<file path="src/rtl/sub_nibble_seq.sv">
// Multi-cycle WIDTH-bit subtractor: streams operands one nibble per clock,
// LSB first, through an external 4-bit subtractor stage with a registered borrow.
module sub_nibble_seq #(
  parameter int WIDTH = 16
) (
  input  logic             clk,
  input  logic             rst,
  input  logic             start,
  input  logic [WIDTH-1:0] op_a,
  input  logic [WIDTH-1:0] op_b,
  input  logic             borrow_in,
  output logic             busy,
  output logic             done,
  output logic [WIDTH-1:0] result,
  output logic             borrow_out,
  output logic [3:0]       sub_a,
  output logic [3:0]       sub_b,
  output logic             sub_bin,
  input  logic [3:0]       sub_diff,
  input  logic             sub_bout
);

  localparam int NIB = WIDTH / 4;
  localparam int IW  = (NIB > 1) ? $clog2(NIB) : 1;

  localparam logic [1:0] S_IDLE = 2'd0;
  localparam logic [1:0] S_RUN  = 2'd1;
  localparam logic [1:0] S_DONE = 2'd2;

  logic [1:0]       state_q,  state_d;
  logic [WIDTH-1:0] a_q,      a_d;
  logic [WIDTH-1:0] b_q,      b_d;
  logic             brw_q,    brw_d;
  logic [IW-1:0]    idx_q,    idx_d;
  logic [WIDTH-1:0] acc_q,    acc_d;
  logic [WIDTH-1:0] result_q, result_d;
  logic             bout_q,   bout_d;
  logic             last_nib;

  // Handshake: start is sampled on a rising edge only in IDLE or DONE; busy is
  // high for the NIB RUN cycles; done is a single-cycle pulse in DONE, during
  // which result/borrow_out are valid (they stay held until the next completion).
  assign busy       = (state_q == S_RUN);
  assign done       = (state_q == S_DONE);
  assign result     = result_q;
  assign borrow_out = bout_q;
  assign last_nib   = (idx_q == IW'(NIB - 1));

  assign sub_a   = busy ? a_q[4*idx_q +: 4] : 4'h0;
  assign sub_b   = busy ? b_q[4*idx_q +: 4] : 4'h0;
  assign sub_bin = busy ? brw_q : 1'b0;

  always_comb begin
    state_d  = state_q;
    a_d      = a_q;
    b_d      = b_q;
    brw_d    = brw_q;
    idx_d    = idx_q;
    acc_d    = acc_q;
    result_d = result_q;
    bout_d   = bout_q;
    case (state_q)
      S_IDLE, S_DONE: begin
        if (start) begin
          a_d     = op_a;
          b_d     = op_b;
          brw_d   = borrow_in;
          idx_d   = '0;
          acc_d   = '0;
          state_d = S_RUN;
        end else begin
          state_d = S_IDLE;
        end
      end
      S_RUN: begin
        acc_d[4*idx_q +: 4] = sub_diff;
        brw_d               = sub_bout;
        idx_d               = idx_q + 1'b1;
        // The final nibble lands in result in the same edge it is produced.
        if (last_nib) begin
          result_d = acc_d;
          bout_d   = sub_bout;
          state_d  = S_DONE;
        end
      end
      default: state_d = S_IDLE;
    endcase
  end

  always_ff @(posedge clk or posedge rst) begin
    if (rst) begin
      state_q  <= S_IDLE;
      a_q      <= '0;
      b_q      <= '0;
      brw_q    <= 1'b0;
      idx_q    <= '0;
      acc_q    <= '0;
      result_q <= '0;
      bout_q   <= 1'b0;
    end else begin
      state_q  <= state_d;
      a_q      <= a_d;
      b_q      <= b_d;
      brw_q    <= brw_d;
      idx_q    <= idx_d;
      acc_q    <= acc_d;
      result_q <= result_d;
      bout_q   <= bout_d;
    end
  end

endmodule

</file>
<file path="config.mk">
export PLATFORM = sky130hd
export DESIGN_NAME = sub_nibble_seq
export DESIGN_NICKNAME = d
export VERILOG_FILES = /design/src/rtl/sub_nibble_seq.sv
export SDC_FILE = /design/constraint.sdc
export NUM_CORES = 1
export LEC_CHECK = 0
export CAP_MARGIN = 20
export CELL_PAD_IN_SITES_DETAIL_PLACEMENT = 0
export CELL_PAD_IN_SITES_GLOBAL_PLACEMENT = 1
export CORE_ASPECT_RATIO = 2
export CORE_MARGIN = 1.5
export CORE_UTILIZATION = 23
export DETAILED_ROUTE_END_ITERATION = 10
export GPL_TIMING_DRIVEN = 0
export HOLD_SLACK_MARGIN = 0.03
export PLACE_DENSITY_LB_ADDON = 0.1
export SLEW_MARGIN = 20
export SYNTH_ARGS = -nofsm -noshare
export SYNTH_HDL_FRONTEND = slang
export SYNTH_SLANG_ARGS = --single-unit
</file>
<file path="constraint.sdc">
create_clock -name clk -period 2.25 [get_ports clk]
set_clock_uncertainty 0.15 [all_clocks]
set_input_delay 0.45 -clock clk [delete_from_list [all_inputs] [get_ports clk]]
set_output_delay 0.45 -clock clk [all_outputs]
set_load 0.02 [all_outputs]
</file>
# Yosys cells after proc, flatten, opt, wreduce, memory -nomap -nowiden
# Cells that the tools add are included.
[word_totals]
ff_bits = 70
wordCells = 38
out_inout_bits = 28
input_bits = 41
[op_classes]
n_reduce_logical = 6
shifts = 4
n_mux = 13
addsub = 2
eq_ne = 5
[op_table]
columns = ["operator", "n"]
rows = [
  ["4-bit negation with 34-bit output", 1],
  ["4-bit by 34-bit variable shift with 16-bit output (first input constant)", 1],
  ["4-bit by 34-bit variable part select with 16-bit output", 1],
  ["16-bit one-hot mux with 2 select lines", 1],
  ["16-bit by 5-bit variable part select with 4-bit output", 2],
  ["16-bit bitwise mux", 1],
  ["16-bit 2-to-1 mux", 1],
  ["4-bit 2-to-1 mux", 2],
  ["2-bit one-hot mux with 2 select lines", 2],
  ["2-bit AND reduction", 3],
  ["2-bit equality test (second input constant)", 2],
  ["2-bit 2-to-1 mux", 2],
  ["1-bit 2-to-1 mux", 3],
  ["2-bit by 1-bit adder with 2-bit output (second input constant)", 1],
  ["2-bit by 1-bit equality test with 1-bit output (second input constant)", 1],
  ["2-bit zero test", 1],
  ["2-bit by 1-bit inequality test with 1-bit output (second input constant)", 1],
  ["2-bit inequality test (second input constant)", 1],
  ["1-bit one-hot mux with 2 select lines", 1],
  ["2-bit nonzero test", 1],
  ["2-bit OR reduction", 1],
]

# Longest topological paths before layout
# Gate-level depths: netlist of the first run.
[logic_depth]
depth_word = 4
depth_mapped = 6
mapped_depth_nobuf = 5

# Worst setup path after synthesis of the first run
# No wires, ideal clock.
[synth_path]
path_type = "reg-to-reg"
from = "reg idx_q[0]"
to = "reg acc_q[0]"
path_stages_with_launch = 7
setup_ps = 121
path_buffers = 1
period_less_slack_ps = 1929
setup_slack_ps = 321
arrival_ps = 1658
required_time_ps = 1979
path_cell_list = "dfrtp_1 -> buf_6 -> inv_1 -> ha_1 -> and4bb_2 -> and2_1 -> a22o_1"
[synth_between]
elab_chain_len = 4
elab_cells_between_ends = 5
classes_between = "1 x add/sub; 2 x shift; 2 x mux"
[synth_rtl]
columns = ["element", "line_no", "rtl"]
rows = [
  ["from (decl)", "34", "logic [IW-1:0] idx_q, idx_d;"],
  ["from (signal assigned)", "105", "idx_q <= idx_d;"],
  ["4-bit negation with 34-bit output *", "76", "acc_d[4*idx_q +: 4] = sub_diff;"],
  ["4-bit by 34-bit variable part select with 16-bit output or 4-bit by 34-bit variable shift with 16-bit output (tied branches)", "76", ""],
  ["16-bit bitwise mux *", "76", ""],
  ["16-bit one-hot mux with 2 select lines *", "62", "case (state_q)"],
  ["to (signal assigned)", "97", "acc_q <= '0;"],
  ["to (signal assigned)", "106", "acc_q <= acc_d;"],
  ["to (decl)", "35", "logic [WIDTH-1:0] acc_q, acc_d;"],
]
# Every way passes the cells marked *; elsewhere a longest branch is shown, timed or not.
# A chain may end at the register's enable or synchronous reset.

# Worst setup path in the final report of the first run
[layout_path]
from = "reg idx_q[0]"
to = "out sub_b[2]"
[layout_between]
elab_chain_len = 2
[layout_rtl]
columns = ["element", "line_no", "rtl"]
rows = [
  ["16-bit by 5-bit variable part select with 4-bit output", "50", "assign sub_b = busy ? b_q[4*idx_q +: 4] : 4'h0;"],
  ["4-bit 2-to-1 mux", "50", ""],
  ["to (decl)", "17", "output logic [3:0] sub_b,"],
]
# Every way passes these cells.

==> metrics.txt, run 1 <==
RD Place Congestion 0.745; Sw Ratio 35.6%; layout overhead on the synthesized area 42.6%; total die area 14800 um2; status finished with violations; number of pins with negative max-slew slack in the final report 0; clk buf depth 2; aggregate global-route resource usage 13.6%; net count after synthesis 366; Final HPWL DP 6750 um; Static Leak 2.12 nW; reported max-cap violation count 0; routed length per placed instance 15.4 um; Cell Area, Placed 4160 um2; detail-routed via count per cell 4.24; Least-Margin Pin Slew 0.548 ns; ys flop type dfrtp_1; post-CTS clock slew at the launch and capture registers of the worst setup and hold paths 0.06 ns; share of layout cells above drive strength 1 18.9%; count of vias placed by the detailed router 2530; fraction of registers with async set/reset 100%; starting DRC count in detailed routing 66; top achievable clock speed 437 MHz; Total Wirelength 9190 um; cell types with the highest counts after synthesis 97 x nand2_1, 70 x dfrtp_1, 30 x a21oi_1, 17 x nor2_1, 16 x nor2b_1; most used standard cell by instance count after synthesis nand2_1; final antenna-violating net count 0; Final Total Pwr 6.82 mW; Seq pwr share 30.9%; total clock sinks 70; violations in the final reports negative setup slack; global-route congestion overflow total 0; power density normalized to cell area 1480 nW/um2; critical path class reg2out; worst slew margin relative to its limit 63.5%; WP data arrival 1.69 ns; combinational share of power 46.6%; fill cell count 1457; class of the tightest hold or removal check in2async; Clock Latency Late Sink 0.33 ns; H-tree Lvls 3; via count of the first global-routing pass 2688; Required @ worst endpoint 1.65 ns; synthesized netlist cell count 319; Yosys top cell area share 54.3%; Internal 4.40 mW; worst setup slack before clock tree synthesis -0.439 ns; quantity of hold-fixing buffers added after cts 0; sequential-to-total area share from yosys stat 54.3%; hold violation total from the final report 0; Die H 170 um; non-filler instance count after layout 597; starting utilization of the core area 23.3%; kind of end point of the critical path output port; synthesis warning total 0; kind of start point of the critical path flip-flop; number of unique standard cell types used by synthesis 31; number of nets in the final layout 450; Final TNS setup -0.137 ns; post-synth design cell area 3220 um2; # IOs 69; Finish-stage setup viols 5; TritonCTS clock tree yes; count of port buffers added during placement 65; maximum number of pins on one net before global-route repair 29; core area 13800 um2; maximum ir drop on the vdd rail 0.578 mV; root cell of the clock tree clkbuf_16; cell types with the largest area share after synthesis dfrtp_1 54%, nand2_1 11%, mux4_2 4.9%, a21oi_1 4.7%, a22o_1 4.1%; post-synthesis register bit count 70; die extent in x 86.7 um; count of flip-flops with a built-in enable after synthesis 0; DRC violation count after routing 0; global-route wire length before repair 14700 um; # rows 61; placed insts 575; RSZ-0062 raised after global routing yes; switching power total 2.43 mW; final critical delay including setup and external delays 2.29 ns; crit share post-route 102%; post-layout worst setup margin -0.0358 ns; number of CTS-inserted buffers 9; number of antenna violations at the first check in global routing 0; number of diodes 0; Design Area, Final 4600 um2; top cell type by total area after synthesis dfrtp_1; Clk network pwr share 22.5%; top fanout value on the critical path 5; average cell area after synthesis 10.1 um2; 1st-pass router iterations 4
[cells in the final DEF (no fill, tap or decap), types with 3 or more instances in the layout]
cell type / netlist / routed
a22o_1: 15 / 15
and2_4: 1 / 9
clkbuf_1: 4 / 3
nor2b_1: 16 / 15
dfrtp_1: 70 / 69
nand3b_1: 3 / 3
nand2b_1: 4 / 4
buf_12: 0 / 3
nor2_1: 17 / 17
mux4_2: 7 / 8
a21oi_1: 30 / 30
buf_2: 11 / 11
clkdlybuf4s50_1: 0 / 54
inv_1: 4 / 3
and2_1: 11 / 3
ha_1: 6 / 5
nand2_1: 97 / 97
a31oi_1: 3 / 3
buf_6: 2 / 8
and4bb_2: 3 / 3
buf_4: 2 / 9
clkinvlp_4: 0 / 3
clkbuf_16: 0 / 9
[critical path, cell delays in order, from the launching register on]
cell and delay [ns]:
dfrtp_2 0.42, buf_12 0.14, mux4_2 0.50, and2_4 0.17
buf_6 0.12
[registers in the layout, indices dropped and copies added, names as in the netlist]
register / flops
result: 16
acc_q: 16
borrow_out: 1
idx_q: 2
state_q: 2
b_q: 16
a_q: 16
brw_q: 1
[area by class of cell]
cell class | count | area, um2 | share of cell area, %
clock buffer | 10 | 239 | 5.20
clock inverter | 6 | 85.1 | 1.85
inverter | 4 | 18.8 | 0.408
multi-input combinational | 226 | 1370 | 29.8
timing repair buffer | 73 | 766 | 16.6
tap | 189 | 236 | 5.14
buffer | 19 | 130 | 2.83
sequential | 70 | 1750 | 38.1
[path summary, 6_finish.rpt]
path / from / end / slack, ns / depth (start not counted)
worst max-delay path: idx_q[0]$_DFFE_PP0P_ / sub_b[2] / -0.04 / 4
min in group clk: b_q[0]$_DFFE_PP0P_ / b_q[0]$_DFFE_PP0P_ / 0.32 / 2
worst max register to register: idx_q[0]$_DFFE_PP0P_ / acc_q[1]$_DFFE_PP0P_ / 0.10 / 6
worst min register to register: b_q[0]$_DFFE_PP0P_ / b_q[0]$_DFFE_PP0P_ / 0.32 / 2
worst min-delay path: rst / borrow_out$_DFFE_PP0P_ / 0.32 / 2
max in group asynchronous: rst / idx_q[0]$_DFFE_PP0P_ / 0.92 / 4
[stage by stage]
stage               hold slack (ns)  utilization [%]
floorplan                     0.287                -
global placement              0.303             29.8
detailed placement            0.310             30.1
CTS                           0.324             33.3
global route                  0.343             33.3
finish                        0.319             33.3
[what timing repair did]
action	4_1_cts	5_1_grt
setup endpoints to repair	27	20
gates resized for setup	70	5
buffers inserted	5	0
cloned	1	0
pin swaps	1	0
[power groups by stage]
stage          registers [mW]  logic (mW)  clock network [mW]
6_report                 2.11        3.18                1.53
5_1_grt                  2.19        3.50                1.63
4_1_cts                  2.12        3.26                1.58
3_5_place_dp             2.15        2.92                   0
3_3_place_gp             2.13        2.91                   0
2_1_floorplan            2.24        1.63                   0
[per-layer routing]
layer  track usage [%]  share of wire, %  vias up
met1              13.5                37     1235
met3              2.33               2.8        8
met4              5.26               1.8        0
met5                 0                 0        -
met2              26.8                59       54
li1                  -                 -     1233
[cell families (layout without fill, tap and decap cells)]
| group | after synthesis | in the layout | share of synthesized area, % |
|---|---|---|---|
| AO/OA/AOI/OAI | 53 | 53 | 10.4 |
| multiplexers | 9 | 9 | 6.05 |
| buffers and inverters | 23 | 112 | 3.80 |
| adder cells (fa/ha/maj) | 6 | 6 | 2.33 |
| flip-flops | 70 | 70 | 54.3 |
| AND/OR/NAND/NOR | 158 | 158 | 23.1 |
(Power assumes the default switching activity.)
==> run 2: changes to the inputs <==
Settings changed: GPL_ROUTABILITY_DRIVEN from default to 0, HOLD_SLACK_MARGIN 0.03 to 0.08, SLEW_MARGIN 20 to default.
==> metrics.txt, run 2 (synthesis results as in run 1) <==
status finished with violations (unchanged); violations in the final reports negative setup slack (unchanged); Clk network pwr share 19.4% (was 22.5%); die extent in x 86.7 um (unchanged); core area 13800 um2 (unchanged); Cell Area, Placed 4160 um2 (unchanged); # rows 61 (unchanged); fill cell count 1489 (was 1457); DRC violation count after routing 0 (unchanged); share of layout cells above drive strength 1 18.6% (was 18.9%); Clock Latency Late Sink 0.33 ns (about the same); Seq pwr share 32.2% (was 30.9%); number of diodes 0 (unchanged); number of CTS-inserted buffers 9 (unchanged); Least-Margin Pin Slew 0.521 ns (was 0.548 ns); crit share post-route 101% (was 102%); class of the tightest hold or removal check in2async (unchanged); Static Leak 2.07 nW (was 2.12 nW); total die area 14800 um2 (unchanged); global-route wire length before repair 14900 um (was 14700 um); R2R Setup Slk 0.11 ns (was 0.10 ns); H-tree Lvls 3 (unchanged); Total Wirelength 9260 um (was 9190 um); top fanout value on the critical path 7 (was 5); starting DRC count in detailed routing 62 (was 66); quantity of hold-fixing buffers added after cts 0 (unchanged); critical path class reg2out (unchanged); total clock sinks 70 (unchanged); kind of end point of the critical path output port (unchanged); Internal 4.13 mW (was 4.40 mW); Multi-input gate area 1370 um2 (about the same); Final HPWL DP 6800 um (was 6750 um); final critical delay including setup and external delays 2.28 ns (was 2.29 ns); via count of the first global-routing pass 2779 (was 2688); number of pins with negative max-slew slack in the final report 0 (unchanged); combinational share of power 48.5% (was 46.6%); TritonCTS clock tree yes (unchanged); most common cell after layout, fill and taps aside nand2_1 (unchanged); Die H 170 um (unchanged); # IOs 69 (unchanged); Design Area, Final 4520 um2 (was 4600 um2); Worst R2R Start idx_q[0]$_DFFE_PP0P_ (unchanged); count of port buffers added during placement 65 (unchanged); switching power total 2.41 mW (was 2.43 mW); layout overhead on the synthesized area 40.1% (was 42.6%); launching element of the worst setup path idx_q[0]$_DFFE_PP0P_ (unchanged); worst slew margin relative to its limit 65.3% (was 63.5%); hold violation total from the final report 0 (unchanged); clk buf depth 2 (unchanged); power density normalized to cell area 1450 nW/um2 (was 1480 nW/um2); area occupied by registers 1750 um2 (unchanged); utilization of the core after routing 32.7% (was 33.3%); global-route congestion overflow total 0 (unchanged); Required @ worst endpoint 1.65 ns (about the same); top library cells by usage in the layout, fill and taps aside 97 x nand2_1, 69 x dfrtp_1, 55 x clkdlybuf4s50_1, 30 x a21oi_1, 17 x nor2_1 (was 97 x nand2_1, 69 x dfrtp_1, 54 x clkdlybuf4s50_1, 30 x a21oi_1, 17 x nor2_1); Sw Ratio 36.9% (was 35.6%); final antenna-violating net count 0 (unchanged); detail-routed via count per cell 4.26 (was 4.24); count of vias placed by the detailed router 2546 (was 2530); root cell of the clock tree clkbuf_16 (unchanged); RSZ-0062 raised after global routing yes (unchanged); maximum number of pins on one net before global-route repair 39 (was 29); aggregate global-route resource usage 13.8% (was 13.6%); 1st-pass router iterations 4 (unchanged); starting utilization of the core area 23.3% (unchanged); post-CTS clock slew at the launch and capture registers of the worst setup and hold paths 0.05 ns (was 0.06 ns); WP data arrival 1.68 ns (was 1.69 ns); post-layout worst setup margin -0.0294 ns (was -0.0358 ns); reported max-cap violation count 0 (unchanged); number of antenna violations at the first check in global routing 0 (unchanged); routed length per placed instance 15.5 um (was 15.4 um); kind of start point of the critical path flip-flop (unchanged); number of nets in the final layout 452 (was 450); maximum ir drop on the vdd rail 0.446 mV (was 0.578 mV); Finish-stage setup viols 5 (unchanged); top achievable clock speed 439 MHz (was 437 MHz)
==> run 2: cell type report <==
| type | instances | share of cell area (%) |
|---|---|---|
| Timing Repair Buffer | 75 | 16.7 |
| Sequential cell | 70 | 38.8 |
| Buffer | 19 | 2.80 |
| Tap cell | 189 | 5.23 |
| Clock inverter | 2 | 0.222 |
| Multi-Input combinational cell | 226 | 30.4 |
| Inverter | 4 | 0.415 |
| Clock buffer | 12 | 5.46 |
==> run 2: final timing paths <==
check / end / depth (start not counted)
max in group asynchronous: idx_q[0]$_DFFE_PP0P_ / 4
min: a_q[9]$_DFFE_PP0P_ / 2
max reg2reg: acc_q[4]$_DFFE_PP0P_ / 7
min in group clk: a_q[4]$_DFFE_PP0P_ / 2
min reg2reg: a_q[4]$_DFFE_PP0P_ / 2
max: sub_a[3] / 4
==> run 2: routing by layer <==
layer  global-route usage [%]  up-vias  wire, um
met5                        0        -         0
met4                     5.96        0       187
met3                     2.38       13       249
met2                     27.2       56      5430
met1                     13.6     1239      3400
li1                         -     1238         -
==> run 2: power by group through the flow <==
stage | clock [mW] | combinational (mW) | sequential [mW]
after floorplan | 0 | 1.63 | 2.24
after global routing | 1.35 | 3.47 | 2.18
after CTS | 1.31 | 3.23 | 2.12
after global placement | 0 | 2.91 | 2.13
after detailed placement | 0 | 2.92 | 2.15
final | 1.27 | 3.17 | 2.10
==> run 2: worst max-delay path, stage by stage, from the launching register on <==
cell	delay, ns
dfrtp_2	0.40
buf_12	0.14
mux4_2	0.50
and2_4	0.17
buf_6	0.12
==> run 2: timing repair <==
item	in CTS	in global routing
endpoints found under the setup margin	27	19
setup buffers	8	0
resized for setup	69	5
==> run 2: per-stage QoR <==
step	total power, mW	setup WS [ns]	std cells	setup TNS [ns]	hold slack [ns]
after floorplan	3.87	0.321	319	0	0.287
after global placement	5.03	-0.421	573	-10.36	0.303
after detailed placement	5.07	-0.436	575	-3.99	0.309
after CTS	6.66	-0.0606	597	-0.276	0.214
after global routing	7.01	-0.0785	597	-0.464	0.241
final	6.54	-0.0294	597	-0.0919	0.222
==> run 3: changes to the inputs <==
Settings changed: PLACE_DENSITY from default to 0.55, PLACE_DENSITY_LB_ADDON 0.1 to default.
==> metrics.txt, run 3 (synthesis results as in run 1) <==
status finished with violations (unchanged); violations in the final reports negative setup slack (unchanged); Worst path top cell family by delay buffers and inverters (was multiplexers); Top cell by count, worst path buf_6; number of diodes 0 (unchanged); number of CTS-inserted buffers 9 (unchanged); Design Area, Final 4500 um2 (was 4520 um2); global-route wire length before repair 14800 um (was 14900 um); Required @ worst endpoint 1.65 ns (about the same); final critical delay including setup and external delays 2.31 ns (was 2.28 ns); count of vias placed by the detailed router 2529 (was 2546); # rows 61 (unchanged); hold path cells 2; R2R Setup Slk 0.12 ns (was 0.11 ns); starting utilization of the core area 23.3% (unchanged); global-route congestion overflow total 0 (unchanged); TritonCTS clock tree yes (unchanged); post-CTS clock slew at the launch and capture registers of the worst setup and hold paths 0.05 ns (about the same); fill cell count 1439 (was 1489); critical path class reg2out (unchanged); number of pins with negative max-slew slack in the final report 0 (unchanged); final antenna-violating net count 0 (unchanged); root cell of the clock tree clkbuf_16 (unchanged); detail-routed via count per cell 4.23 (was 4.26); HP Start a_q[6]$_DFFE_PP0P_; worst slew margin relative to its limit 45.3% (was 65.3%); class of the tightest hold or removal check reg2reg (was in2async); sum of buffers and inverters on the critical path 4 (was 2); kind of start point of the critical path flip-flop (unchanged); Least-Margin Pin Slew 0.819 ns (was 0.521 ns); top fanout value on the critical path 6 (was 7); Die H 170 um (unchanged); 1st-pass router iterations 4 (unchanged); post-layout worst setup margin -0.0646 ns (was -0.0294 ns); Worst path max stage delay 0.43 ns (was 0.50 ns); top library cells by usage in the layout, fill and taps aside 97 x nand2_1, 69 x dfrtp_1, 55 x clkdlybuf4s50_1, 30 x a21oi_1, 17 x nor2_1 (unchanged); Critical Path, Cell by Cell buf_12 -> buf_6 -> buf_6 -> mux4_2 -> and2_4 -> buf_6 (was buf_12 -> mux4_2 -> and2_4 -> buf_6); Worst R2R Start idx_q[1]$_DFFE_PP0P_ (was idx_q[0]$_DFFE_PP0P_); quantity of hold-fixing buffers added after cts 0 (unchanged); number of nets in the final layout 451 (was 452); hold violation total from the final report 0 (unchanged); count of port buffers added during placement 65 (unchanged); total die area 14800 um2 (unchanged); core area 13800 um2 (unchanged); reported max-cap violation count 0 (unchanged); worst setup slack before clock tree synthesis -0.430 ns (was -0.436 ns); total clock sinks 70 (unchanged); end point of the worst hold path a_q[6]$_DFFE_PP0P_; Final Total Pwr 6.52 mW (was 6.54 mW); clk buf depth 2 (unchanged); via count of the first global-routing pass 2777 (was 2779); share of layout cells above drive strength 1 17.1% (was 18.6%); placed insts 574 (was 575); crit share post-route 103% (was 101%); layout overhead on the synthesized area 39.7% (was 40.1%); starting DRC count in detailed routing 85 (was 62); kind of end point of the critical path output port (unchanged); # IOs 69 (unchanged); Worst R2R End acc_q[15]$_DFFE_PP0P_ (was acc_q[4]$_DFFE_PP0P_); WP data arrival 1.71 ns (was 1.68 ns); non-filler instance count after layout 598 (was 597); Final TNS setup -0.220 ns (was -0.0919 ns); power density normalized to cell area 1450 nW/um2 (about the same); Static Leak 2.06 nW (was 2.07 nW); H-tree Lvls 3 (unchanged); utilization of the core after routing 32.6% (was 32.7%); routed length per placed instance 15.1 um (was 15.5 um); top achievable clock speed 432 MHz (was 439 MHz); Final Hold Slack 0.319 ns (was 0.222 ns); maximum number of pins on one net before global-route repair 37 (was 39); maximum ir drop on the vdd rail 0.466 mV (was 0.446 mV); Slowest cell on crit path dfrtp_2 (was mux4_2); Cell Area, Placed 4140 um2 (was 4160 um2); Clock Latency Late Sink 0.33 ns (about the same); Total Wirelength 9030 um (was 9260 um); Finish-stage setup viols 6 (was 5); stages on the worst setup path 6 (was 4); RSZ-0062 raised after global routing yes (unchanged); DRC violation count after routing 0 (unchanged); logic depth of the worst register-to-register path 7 (unchanged); Final HPWL DP 6720 um (was 6800 um); most common cell after layout, fill and taps aside nand2_1 (unchanged); number of antenna violations at the first check in global routing 0 (unchanged); aggregate global-route resource usage 13.5% (was 13.8%); die extent in x 86.7 um (unchanged)
-- run 3: cell count changes in the layout (fill, tap and decap cells not counted), moves of 3 or more --
cell,delta
buf_2,+3
and2_1,+3
and2_4,-3
buf_4,-6
-- run 3: cell type report --
cell class	count	area (um2)	share of cell area, %
clock buffers	16	282	6.25
well taps	189	236	5.25
flip-flops and latches	70	1750	38.9
inverters	4	18.8	0.417
multi-input cells	226	1360	30.2
repair buffers	74	727	16.1
plain buffers	19	126	2.81
-- run 3: per-layer routing --
| metal | up-vias | global-route usage (%) | share of wire [%] |
|---|---|---|---|
| li1 | 1236 | - | - |
| met1 | 1225 | 14.7 | 37 |
| met2 | 54 | 24.8 | 58 |
| met3 | 14 | 2.62 | 2.8 |
| met4 | 0 | 5.82 | 2.6 |
| met5 | - | 0 | 0 |
-- run 3: timing repair --
action                     CTS  global route
setup endpoints to repair   19            18
resized for setup           52            15
pin swaps                    2             0
buffers inserted             9             0
-- run 3: worst max-delay path by stage --
stage | start | end | slack (ns)
2_1_floorplan | idx_q[0]$_DFFE_PP0P_ | acc_q[0]$_DFFE_PP0P_ | 0.32
3_3_place_gp | state_q[1]$_DFFE_PP0P_ | sub_a[0] | -0.41
3_5_place_dp | state_q[1]$_DFFE_PP0P_ | sub_a[0] | -0.43
4_1_cts | idx_q[0]$_DFFE_PP0P_ | sub_a[1] | -0.16
5_1_grt | idx_q[0]$_DFFE_PP0P_ | sub_a[3] | -0.13
6_report | idx_q[0]$_DFFE_PP0P_ | sub_a[1] | -0.06
-- run 3: report_power, final --
group          switching (mW)  internal [mW]  total [mW]
sequential              0.288           1.80        2.09
clock                   0.503          0.839        1.34
combinational            1.58           1.51        3.09
-- run 3: worst min-delay path, stage by stage, from the launching register on --
cell	delay, ns
dfrtp_1	0.34
nand2_1	0.05
nand2_1	0.05
